**src/rtl/router_pkg.sv**
```systemverilog
// Shared router definitions: flit field positions, port direction codes and
// the credit flit builder used by every link port.
package router_pkg;

    localparam int FLIT_SIZE      = 82;
    localparam int VALID_BIT      = 81;
    localparam int CREDIT_BIT     = 80;
    localparam int CREDIT_LSB     = 0;
    localparam int CREDIT_MSB     = 7;
    localparam int CREDIT_FIELD_W = CREDIT_MSB - CREDIT_LSB + 1;

    typedef enum logic [2:0] {
        DIR_LOCAL = 3'd0,
        DIR_NORTH = 3'd1,
        DIR_EAST  = 3'd2,
        DIR_SOUTH = 3'd3,
        DIR_WEST  = 3'd4
    } dir_e;

    typedef logic [FLIT_SIZE-1:0] flit_t;

    function automatic flit_t make_credit_flit(input logic [CREDIT_FIELD_W-1:0] count);
        flit_t f;
        f                        = '0;
        f[VALID_BIT]             = 1'b1;
        f[CREDIT_BIT]            = 1'b1;
        f[CREDIT_MSB:CREDIT_LSB] = count;
        return f;
    endfunction

endpackage

```
**src/rtl/tx_inject_fifo.sv**
```systemverilog
// Show-ahead synchronous FIFO buffering locally injected flits until the
// output arbiter grants them.
module tx_inject_fifo #(
    parameter int DW = 82,
    parameter int AW = 4
) (
    input  logic          clk,
    input  logic          rst_n,
    input  logic          push_i,
    input  logic [DW-1:0] wdata_i,
    input  logic          pop_i,
    output logic [DW-1:0] rdata_o,
    output logic          full_o,
    output logic          empty_o,
    output logic [AW:0]   usedw_o
);

    localparam int DEPTH = 1 << AW;

    logic [DW-1:0] mem_q [DEPTH];
    logic [AW-1:0] wr_ptr_q, rd_ptr_q;
    logic [AW:0]   used_q;
    logic          do_push, do_pop;

    assign empty_o = (used_q == '0);
    assign full_o  = used_q[AW];
    assign usedw_o = used_q;
    assign rdata_o = mem_q[rd_ptr_q];
    assign do_pop  = pop_i && !empty_o;
    // A push into a full FIFO is accepted when a pop frees a slot in the same cycle.
    assign do_push = push_i && (!full_o || do_pop);

    always_ff @(posedge clk) begin
        if (do_push) begin
            mem_q[wr_ptr_q] <= wdata_i;
        end
    end

    always_ff @(posedge clk or negedge rst_n) begin
        if (!rst_n) begin
            wr_ptr_q <= '0;
            rd_ptr_q <= '0;
            used_q   <= '0;
        end else begin
            if (do_push) wr_ptr_q <= wr_ptr_q + 1'b1;
            if (do_pop)  rd_ptr_q <= rd_ptr_q + 1'b1;
            case ({do_push, do_pop})
                2'b10:   used_q <= used_q + 1'b1;
                2'b01:   used_q <= used_q - 1'b1;
                default: used_q <= used_q;
            endcase
        end
    end

endmodule

```
**src/rtl/output_port_tx.sv**
```systemverilog
// Transmit side of a router link port: merges switch and inject traffic onto the
// MGT output under downstream credit control and returns freed local credits.
module output_port_tx
    import router_pkg::*;
#(
    parameter int INIT_CREDIT        = 32,
    parameter int CREDIT_W           = 8,
    parameter int INJ_Q_AW           = 4,
    parameter int CREDIT_BACK_PERIOD = 100,
    parameter int CREDIT_THRESHOLD   = 160
) (
    input  logic                 clk,
    input  logic                 rst,
    input  logic [FLIT_SIZE-1:0] sw_flit,
    input  logic                 sw_valid,
    output logic                 sw_grant,
    input  logic [FLIT_SIZE-1:0] inject_flit,
    input  logic                 inject_valid,
    output logic                 inject_avail,
    input  logic [FLIT_SIZE-1:0] credit_in,
    input  logic                 credit_in_valid,
    input  logic                 local_consume,
    output logic [FLIT_SIZE-1:0] out_flit,
    output logic                 out_valid,
    output logic [CREDIT_W-1:0]  credit_count,
    output logic                 credit_overflow
);

    localparam int PER_W = (CREDIT_BACK_PERIOD > 1) ? $clog2(CREDIT_BACK_PERIOD) : 1;
    localparam int SUM_W = CREDIT_W + 2;

    logic [PER_W-1:0]     per_q, per_d;
    logic [CREDIT_W-1:0]  acc_q, acc_d;
    logic [CREDIT_W-1:0]  cnt_q, cnt_d;
    logic                 ovf_q, ovf_d;
    logic                 rr_q, rr_d;
    logic [FLIT_SIZE-1:0] out_flit_q, out_flit_d;
    logic                 out_valid_q, out_valid_d;

    logic                 fifo_full, fifo_empty;
    logic [FLIT_SIZE-1:0] fifo_rdata;
    logic [INJ_Q_AW:0]    unused_inj_usedw;
    logic                 unused_cin;

    logic                 per_wrap, credit_due, data_ok;
    logic                 req_sw, req_inj, grant_sw, grant_inj;
    logic [SUM_W-1:0]     ret_amt, cnt_sum;

    assign unused_cin = ^{credit_in[FLIT_SIZE-1:CREDIT_BIT+1], credit_in[CREDIT_BIT-1:CREDIT_MSB+1]};

    tx_inject_fifo #(
        .DW (FLIT_SIZE),
        .AW (INJ_Q_AW)
    ) u_fifo (
        .clk     (clk),
        .rst_n   (rst),
        .push_i  (inject_valid && !fifo_full),
        .wdata_i (inject_flit),
        .pop_i   (grant_inj),
        .rdata_o (fifo_rdata),
        .full_o  (fifo_full),
        .empty_o (fifo_empty),
        .usedw_o (unused_inj_usedw)
    );

    // rr_q = 0 favours the switch, 1 favours the inject FIFO.
    always_comb begin
        per_wrap   = (per_q == PER_W'(CREDIT_BACK_PERIOD - 1));
        credit_due = (per_wrap && (acc_q != '0)) || (acc_q >= CREDIT_W'(CREDIT_THRESHOLD));
        data_ok    = !credit_due && (cnt_q != '0);
        req_sw     = data_ok && sw_valid;
        req_inj    = data_ok && !fifo_empty;
        grant_sw   = req_sw && (!req_inj || !rr_q);
        grant_inj  = req_inj && (!req_sw || rr_q);
    end

    assign sw_grant     = grant_sw;
    assign inject_avail = !fifo_full;

    always_comb begin
        out_valid_d = 1'b0;
        out_flit_d  = out_flit_q;
        rr_d        = rr_q;
        if (credit_due) begin
            out_valid_d = 1'b1;
            out_flit_d  = make_credit_flit(CREDIT_FIELD_W'(acc_q));
        end else if (grant_sw) begin
            out_valid_d = 1'b1;
            out_flit_d  = sw_flit;
            rr_d        = 1'b1;
        end else if (grant_inj) begin
            out_valid_d = 1'b1;
            out_flit_d  = fifo_rdata;
            rr_d        = 1'b0;
        end
    end

    // The period counter free-runs; a threshold-forced return does not realign it.
    always_comb begin
        per_d = per_wrap ? '0 : per_q + PER_W'(1);
        acc_d = acc_q;
        if (credit_due) begin
            acc_d = CREDIT_W'(local_consume);
        end else if (local_consume && (acc_q != '1)) begin
            acc_d = acc_q + CREDIT_W'(1);
        end
    end

    always_comb begin
        ret_amt = (credit_in_valid && credit_in[CREDIT_BIT])
                ? SUM_W'(credit_in[CREDIT_MSB:CREDIT_LSB]) : '0;
        cnt_sum = SUM_W'(cnt_q) - SUM_W'(grant_sw || grant_inj) + ret_amt;
        cnt_d   = cnt_sum[CREDIT_W-1:0];
        ovf_d   = ovf_q;
        if (cnt_sum > SUM_W'(INIT_CREDIT)) begin
            cnt_d = CREDIT_W'(INIT_CREDIT);
            ovf_d = 1'b1;
        end
    end

    always_ff @(posedge clk or negedge rst) begin
        if (!rst) begin
            per_q       <= '0;
            acc_q       <= '0;
            cnt_q       <= CREDIT_W'(INIT_CREDIT);
            ovf_q       <= 1'b0;
            rr_q        <= 1'b0;
            out_flit_q  <= '0;
            out_valid_q <= 1'b0;
        end else begin
            per_q       <= per_d;
            acc_q       <= acc_d;
            cnt_q       <= cnt_d;
            ovf_q       <= ovf_d;
            rr_q        <= rr_d;
            out_flit_q  <= out_flit_d;
            out_valid_q <= out_valid_d;
        end
    end

    assign out_flit        = out_flit_q;
    assign out_valid       = out_valid_q;
    assign credit_count    = cnt_q;
    assign credit_overflow = ovf_q;

endmodule

```
**config.mk**
```make
export PLATFORM = sky130hd
export DESIGN_NAME = output_port_tx
export DESIGN_NICKNAME = d
export VERILOG_FILES = /design/src/rtl/router_pkg.sv /design/src/rtl/tx_inject_fifo.sv /design/src/rtl/output_port_tx.sv
export SDC_FILE = /design/constraint.sdc
export NUM_CORES = 2
export LEC_CHECK = 0
export CAP_MARGIN = 5
export CORE_MARGIN = 2
export CORE_UTILIZATION = 62
export CTS_BUF_LIST = sky130_fd_sc_hd__clkbuf_2 sky130_fd_sc_hd__clkbuf_4 sky130_fd_sc_hd__clkbuf_8
export CTS_CLUSTER_SIZE = 25
export DETAILED_ROUTE_END_ITERATION = 10
export PLACE_DENSITY = 0.89
export SLEW_MARGIN = 20
export SYNTH_ARGS = -nofsm -noshare
export SYNTH_HDL_FRONTEND = slang
export SYNTH_SLANG_ARGS = --single-unit
export TNS_END_PERCENT = 5
```
**constraint.sdc**
```tcl
create_clock -name clk -period 9.5 [get_ports clk]
set_input_delay 0.95 -clock clk [delete_from_list [all_inputs] [get_ports clk]]
set_output_delay 0.95 -clock clk [all_outputs]
set_load 0.005 [all_outputs]
```
-- After elaboration in Yosys (flattened, before gate mapping)
Memory sizes are Yosys's and may differ from the RTL's.
Cells that the tools add are included.
- add/sub/neg operators: 8
- multipliers: 0
- divide/modulo/power cells: 0
- $lt $le $gt $ge: 2
- equality and inequality tests: 4
- shift-type cells: 0
- multiplexer cells: 16
- bitwise operators: 1
- reductions and logical operators: 30
- operators with widths (operator ; number):
    two-way mux 82 bit ; 3
    two-way mux 8 bit ; 4
    nonzero test 8 bit ; 2
    logical AND 1 bit ; 11
    adder 9 x 9 -> 10 bit ; 1
    greater-than comparator 10 x 6 -> 1 bit, second input constant ; 1
    case mux 5 bit (2 select lines) ; 1
    subtractor 8 x 1 -> 9 bit ; 1
    adder 4 x 1 -> 4 bit, second input constant ; 2
    adder 8 x 1 -> 8 bit, second input constant ; 1
    greater-or-equal comparator 8 bit, second input constant ; 1
    != test 8 bit, second input constant ; 1
    adder 7 x 1 -> 7 bit, second input constant ; 1
    equality test 7 bit, second input constant ; 1
    two-way mux 1 bit ; 7
    two-way mux 7 bit ; 1
    zero test 1 bit ; 6
    nonzero test 2 bit ; 3
    adder 5 x 1 -> 5 bit, second input constant ; 1
    zero test 5 bit ; 1
    logical OR 1 bit ; 5
    subtractor 5 x 1 -> 5 bit, second input constant ; 1
    nonzero test 3 bit ; 1
    equality test 2 x 1 -> 1 bit, second input constant ; 1
    other kinds (3) ; 3
- register bits after elaboration: 121
- latch bits: 0
- bits in writable memories: 1312
- memory bits (read-only): 0
- input port bits: 252
- logic and storage cells: 72
- memories: 1
- memories (name ; depth ; bits a word ; read ports ; clocked after memory_dff ; write ports ; RTL line ; source):
    u_fifo.mem_q ; 16 ; 82 ; 1 ; 0 ; 1 ; tx_inject_fifo.sv:20 ; logic [DW-1:0] mem_q [DEPTH];

-- Longest topological paths before layout
- depth after elaboration: 14
- gate-level depth with buffers: 20

-- Cells and area by module
Synthesis repeated with hierarchy kept, for this count alone.
- cells, all modules: 3029
- area total of the unflattened synthesis: 56551.7 um^2
- by module, submodules not included (module ; instances ; cells each ; area each (um^2)):
    tx_inject_fifo ; 1 ; 2525 ; 51060.2
    output_port_tx ; 1 ; 504 ; 5491.5

-- Worst setup path before layout
OpenSTA, ideal clock, no wires.
- kind: reg-to-reg
- from: register acc_q[0]
- to: register ovf_q (netlist: credit_overflow)
- setup time: 129 ps
- data arrival time: 4189 ps
- required time: 9371 ps
- path slack: 5183 ps
- cell stages (with the launch flop): 21
- period minus slack after synthesis: 4317 ps
- cell sequence: dfrtp_1 -> inv_1 -> ha_1 -> nor4b_1 -> nand2_1 -> and2_1 -> clkbuf_1 -> buf_2 -> nor2_1 -> ha_1 -> nand2_1 -> or2_2 -> nor4_1 -> xor2_1 -> ha_1 -> nor2b_1 -> a2111oi_0 -> o22ai_1 -> or3b_1 -> clkbuf_1 -> a2111o_1
- cells in the longest elaborated chain, start to end: 13
- ends and longest elaborated chain (item ; RTL line ; source):
    from (decl) ; output_port_tx.sv:33 ; logic [CREDIT_W-1:0] acc_q, acc_d;
    from (signal assigned) ; output_port_tx.sv:124 ; acc_q <= '0;
    from (signal assigned) ; output_port_tx.sv:132 ; acc_q <= acc_d;
    branches (longest 2 deep; another with greater-or-equal comparator 8 bit) ; -- ;
    logical OR 1 bit * ; output_port_tx.sv:69 ; credit_due = (per_wrap && (acc_q != '0)) || (acc_q >= CREDIT_W'(CREDIT_THRESHOLD));
    zero test 1 bit * ; output_port_tx.sv:70 ; data_ok = !credit_due && (cnt_q != '0);
    logical AND 1 bit * ; output_port_tx.sv:70 ;
    logical AND 1 bit (on tied branches) ; output_port_tx.sv:72, output_port_tx.sv:71 ;
    zero test 1 bit (on tied branches) ; output_port_tx.sv:73, output_port_tx.sv:74 ;
    logical OR 1 bit (on tied branches) ; output_port_tx.sv:73, output_port_tx.sv:74 ;
    logical AND 1 bit (on tied branches) ; output_port_tx.sv:73, output_port_tx.sv:74 ;
    logical OR 1 bit * ; output_port_tx.sv:112 ; cnt_sum = SUM_W'(cnt_q) - SUM_W'(grant_sw || grant_inj) + ret_amt;
    subtractor 8 x 1 -> 9 bit * ; output_port_tx.sv:112 ;
    adder 9 x 9 -> 10 bit * ; output_port_tx.sv:112 ;
    greater-than comparator 10 x 6 -> 1 bit * ; output_port_tx.sv:115 ; if (cnt_sum > SUM_W'(INIT_CREDIT)) begin
    to (signal assigned) ; output_port_tx.sv:134 ; ovf_q <= ovf_d;
    to (decl) ; output_port_tx.sv:35 ; logic ovf_q, ovf_d;
Every way passes the cells marked *.
A chain may end at the register's enable or synchronous reset.

-- Worst setup path in the final report
- from: register per_q[0]
- to: register ovf_q (netlist: credit_overflow)
- cells in the longest elaborated chain, start to end: 13
- ends and longest elaborated chain (item ; RTL line ; source):
    from (decl) ; output_port_tx.sv:32 ; logic [PER_W-1:0] per_q, per_d;
    from (signal assigned) ; output_port_tx.sv:131 ; per_q <= per_d;
    equality test 7 bit * ; output_port_tx.sv:68 ; per_wrap = (per_q == PER_W'(CREDIT_BACK_PERIOD - 1));
    logical AND 1 bit * ; output_port_tx.sv:69 ;
    logical OR 1 bit * ; output_port_tx.sv:69 ;
    zero test 1 bit * ; output_port_tx.sv:70 ;
    logical AND 1 bit * ; output_port_tx.sv:70 ;
    logical AND 1 bit (on tied branches) ; output_port_tx.sv:72, output_port_tx.sv:71 ;
    zero test 1 bit (on tied branches) ; output_port_tx.sv:73, output_port_tx.sv:74 ;
    logical OR 1 bit (on tied branches) ; output_port_tx.sv:73, output_port_tx.sv:74 ;
    logical AND 1 bit (on tied branches) ; output_port_tx.sv:73, output_port_tx.sv:74 ;
    logical OR 1 bit * ; output_port_tx.sv:112 ;
    subtractor 8 x 1 -> 9 bit * ; output_port_tx.sv:112 ;
    adder 9 x 9 -> 10 bit * ; output_port_tx.sv:112 ;
    greater-than comparator 10 x 6 -> 1 bit * ; output_port_tx.sv:115 ;
Every way passes the cells marked *; elsewhere a longest branch is shown, timed or not.

==> flow_summary_export.csv <==
group,metric,value,unit
setup_path,cpPeakStageDelay,1000,ps
setup_path,critPathMaxFanout,75,
route,wl,153000,um
logic_synthesis,ys_async_sr_fraction,8.44,%
grt,track_usage,31.9,%
grt,grt.overflow.total,0,
route,drtPass1Iterations,6,
cts,cts.path.max_buffers,3,
worst_hold_path,hold_path.class,"in -> async",
cells_and_area,final_common_cell,"edfxtp_1",
route,ant_nets,0,
run,maxCapViolCount,0,
power,p_per_area,287,nW/um2
setup_path,crit_family,"simple AND/OR/NAND/NOR gates",
grt,grt_pass1_vias,31400,
setup_path,critPathKind,"reg -> reg",
grt,grt_max_degree,175,
die,fp.dieH,303,um
cts,cts_tree,"yes",
logic_synthesis,ys.flop_type,"edfxtp_1",
die,rows,109,
sta,final.setup.tns,0,ps
die,ioPinCount,346,
route,routedWlPerCell,35.3,um
grt,antenna_found_initial,29,
cts,cts_resized,0,
setup_path,critPathBufInv,0,
sta,finClkSkew,55.1,ps
cts,cts.sinks,1433,
setup_path,worstPathCellList,"ha_1, nand4bb_1, o21ai_1, and2_4, nor2_1, ha_1, nand2_1, or2_2, nor4_1, xor2_1, ha_1, nor2b_1, a2111oi_0, o22ai_1, or3b_1, a2111o_1",
cells_and_area,drive_above_1_share,23.9,%
sta,holdWs,27.9,ps
logic_synthesis,synthDominantCellAreaShare,71.2,%
setup_path,worstPathRequired,10240,ps
logic_synthesis,synth_largest_area_cell,"edfxtp_1",
cells_and_area,fill_cells,4432,
die,start_util,62.6,%
setup_path,end_kind,"flip-flop",
cts,cts_max_level,4,
logic_synthesis,ys_seq_area_share,76.7,%
die,core,88400,um2
sta,clock.fmax,182,MHz
grt,grt_pass1_wl,208000,um
sta,slew_headroom,14.8,%
sta,final_max_slew_viol_count,0,
cts,clk_latency,890,ps
power,p_leak,20.8,nW
cts,holdBufCountCts,0,
route,drc,0,
logic_synthesis,synth_cell_types,59,
cts,cts_root_buf,"clkbuf_8",
route,vias,31200,
logic_synthesis,synth_edf_count,1312,
cells_and_area,final_cell_mix,"edfxtp_1, mux4_2, clkdlybuf4s50_1",
sta,tightest_slew,1280,ps
place,hpwl,70300,um
setup_path,crit_top_cell,"ha_1",
sta,timing.final.crit_period,5510,ps
place,place.gp.congestion,0.827,
run_status,outcome,"complete, no violations",
route,vias_per_cell,7.18,
sta,hold_viol_final,0,
cells_and_area,fin_nets,3251,
logic_synthesis,synthTopCellsByArea,"edfxtp_1, mux4_2, dfrtp_1",
logic_synthesis,syn-cell-area,55300,um2
logic_synthesis,syn_area_per_cell,21.2,um2
logic_synthesis,ys_ff_latch,1433,
sta,period_share,58.0,%
logic_synthesis,yosys_warnings,0,
die,dieArea,91600,um2
cells_and_area,area_delta_synth_final,14.7,%
cts,numCtsBuffers,202,
cts,cts.clk_slew.worst_paths,70,ps
setup_path,cp-start-kind,"flip-flop",
route,drtIter0Drc,5189,
sta,setup_viol,0,
sta,rsz0062_at_grt,"no",
setup_path,slowest_stage,"and2_4",
logic_synthesis,synthCells,2612,
power,ir_worst_vdd,0.262,mV
cts,post_cts_buffers,0,
die,die_w,303,um
place,port_buffers,272,
setup_path,arrival,6250,ps
-- layer usage --
layer  vias to the layer above  wire [um]  track usage [%]
met5                         -        153                0
met4                        20       9050             17.1
met3                       618      19200             7.49
met2                      3219      76600             51.9
met1                     15600      48000             40.4
li1                      11700          -                -
-- cell families after synthesis --
| family | after synthesis | share of synthesized area [%] |
|---|---|---|
| AO/OA/AOI/OAI | 291 | 4.16 |
| multiplexers | 357 | 13.9 |
| other | 1 | 0.00678 |
| XOR/XNOR | 25 | 0.396 |
| flip-flops | 1433 | 76.7 |
| AND/OR/NAND/NOR | 282 | 2.71 |
| buffers and inverters | 199 | 1.53 |
| adder cells (fa/ha/maj) | 24 | 0.570 |
-- report_power, final --
part	switching (mW)	leakage (nW)	internal, mW	total (mW)
Clock	2.42	2.18	2.54	4.96
Sequential	0.350	13.3	7.48	7.83
Combinational	2.98	5.36	2.43	5.40
-- per-stage QoR --
step / power, mW / util (%) / cells / instance area, um2 / worst slack [ps]
finish: 18.2 / 71.8 / 4337 / 63500 / 3990
global placement: 12.7 / 67.0 / 3934 / 59200 / 4280
detailed placement: 13.0 / 67.0 / 3934 / 59200 / 4060
CTS: 18.0 / 71.7 / 4308 / 63300 / 4050
floorplan: 11.2 / - / 2613 / 55300 / 5180
global route: 18.7 / 71.8 / 4333 / 63400 / 3610
-- path summary, 6_finish.rpt --
check	from	to	slack [ps]	cells past startpoint
worst max-delay path	per_q[0]	credit_overflow	3990	16
worst min-delay path	rst	out_flit[7]	30	1
worst max register to register	per_q[0]	credit_overflow	3990	16
worst min register to register	per_q[0]	per_q[0]	480	1
max in group asynchronous	rst	out_flit[70]	7980	2
min in group clk	per_q[0]	per_q[0]	480	1
-- cell type report --
| type | instances | area (um2) | area share (%) |
|---|---|---|---|
| clock inverter | 74 | 438 | 0.690 |
| sequential | 1433 | 42400 | 66.9 |
| multi-input combinational | 981 | 12100 | 19.1 |
| clock buffer | 300 | 3680 | 5.80 |
| antenna | 27 | 67.6 | 0.106 |
| inverter | 49 | 184 | 0.290 |
| tap | 1165 | 1460 | 2.30 |
| timing repair buffer | 308 | 3080 | 4.85 |
-- synth_stat cells (31+ instances only) --
cell      count
nor2_1       42
a22oi_1     118
inv_1        48
buf_2        45
nor3b_1      63
a221o_1      59
clkbuf_1     84
dfrtp_1     120
edfxtp_1   1312
mux4_2      328
a21oi_1      31
nand2_1      97
-- registers in the layout, indices dropped and copies added, names as in the netlist --
name and count:
rr_q 1, u_fifo.usedw_o 5, per_q 7, out_valid 1, acc_q 8, u_fifo.rd_ptr_q 4
u_fifo.wr_ptr_q 4, u_fifo.mem_q 1312, out_flit 82, credit_overflow 1, credit_count 8
Note: power is estimated with default switching activity, not from simulation.
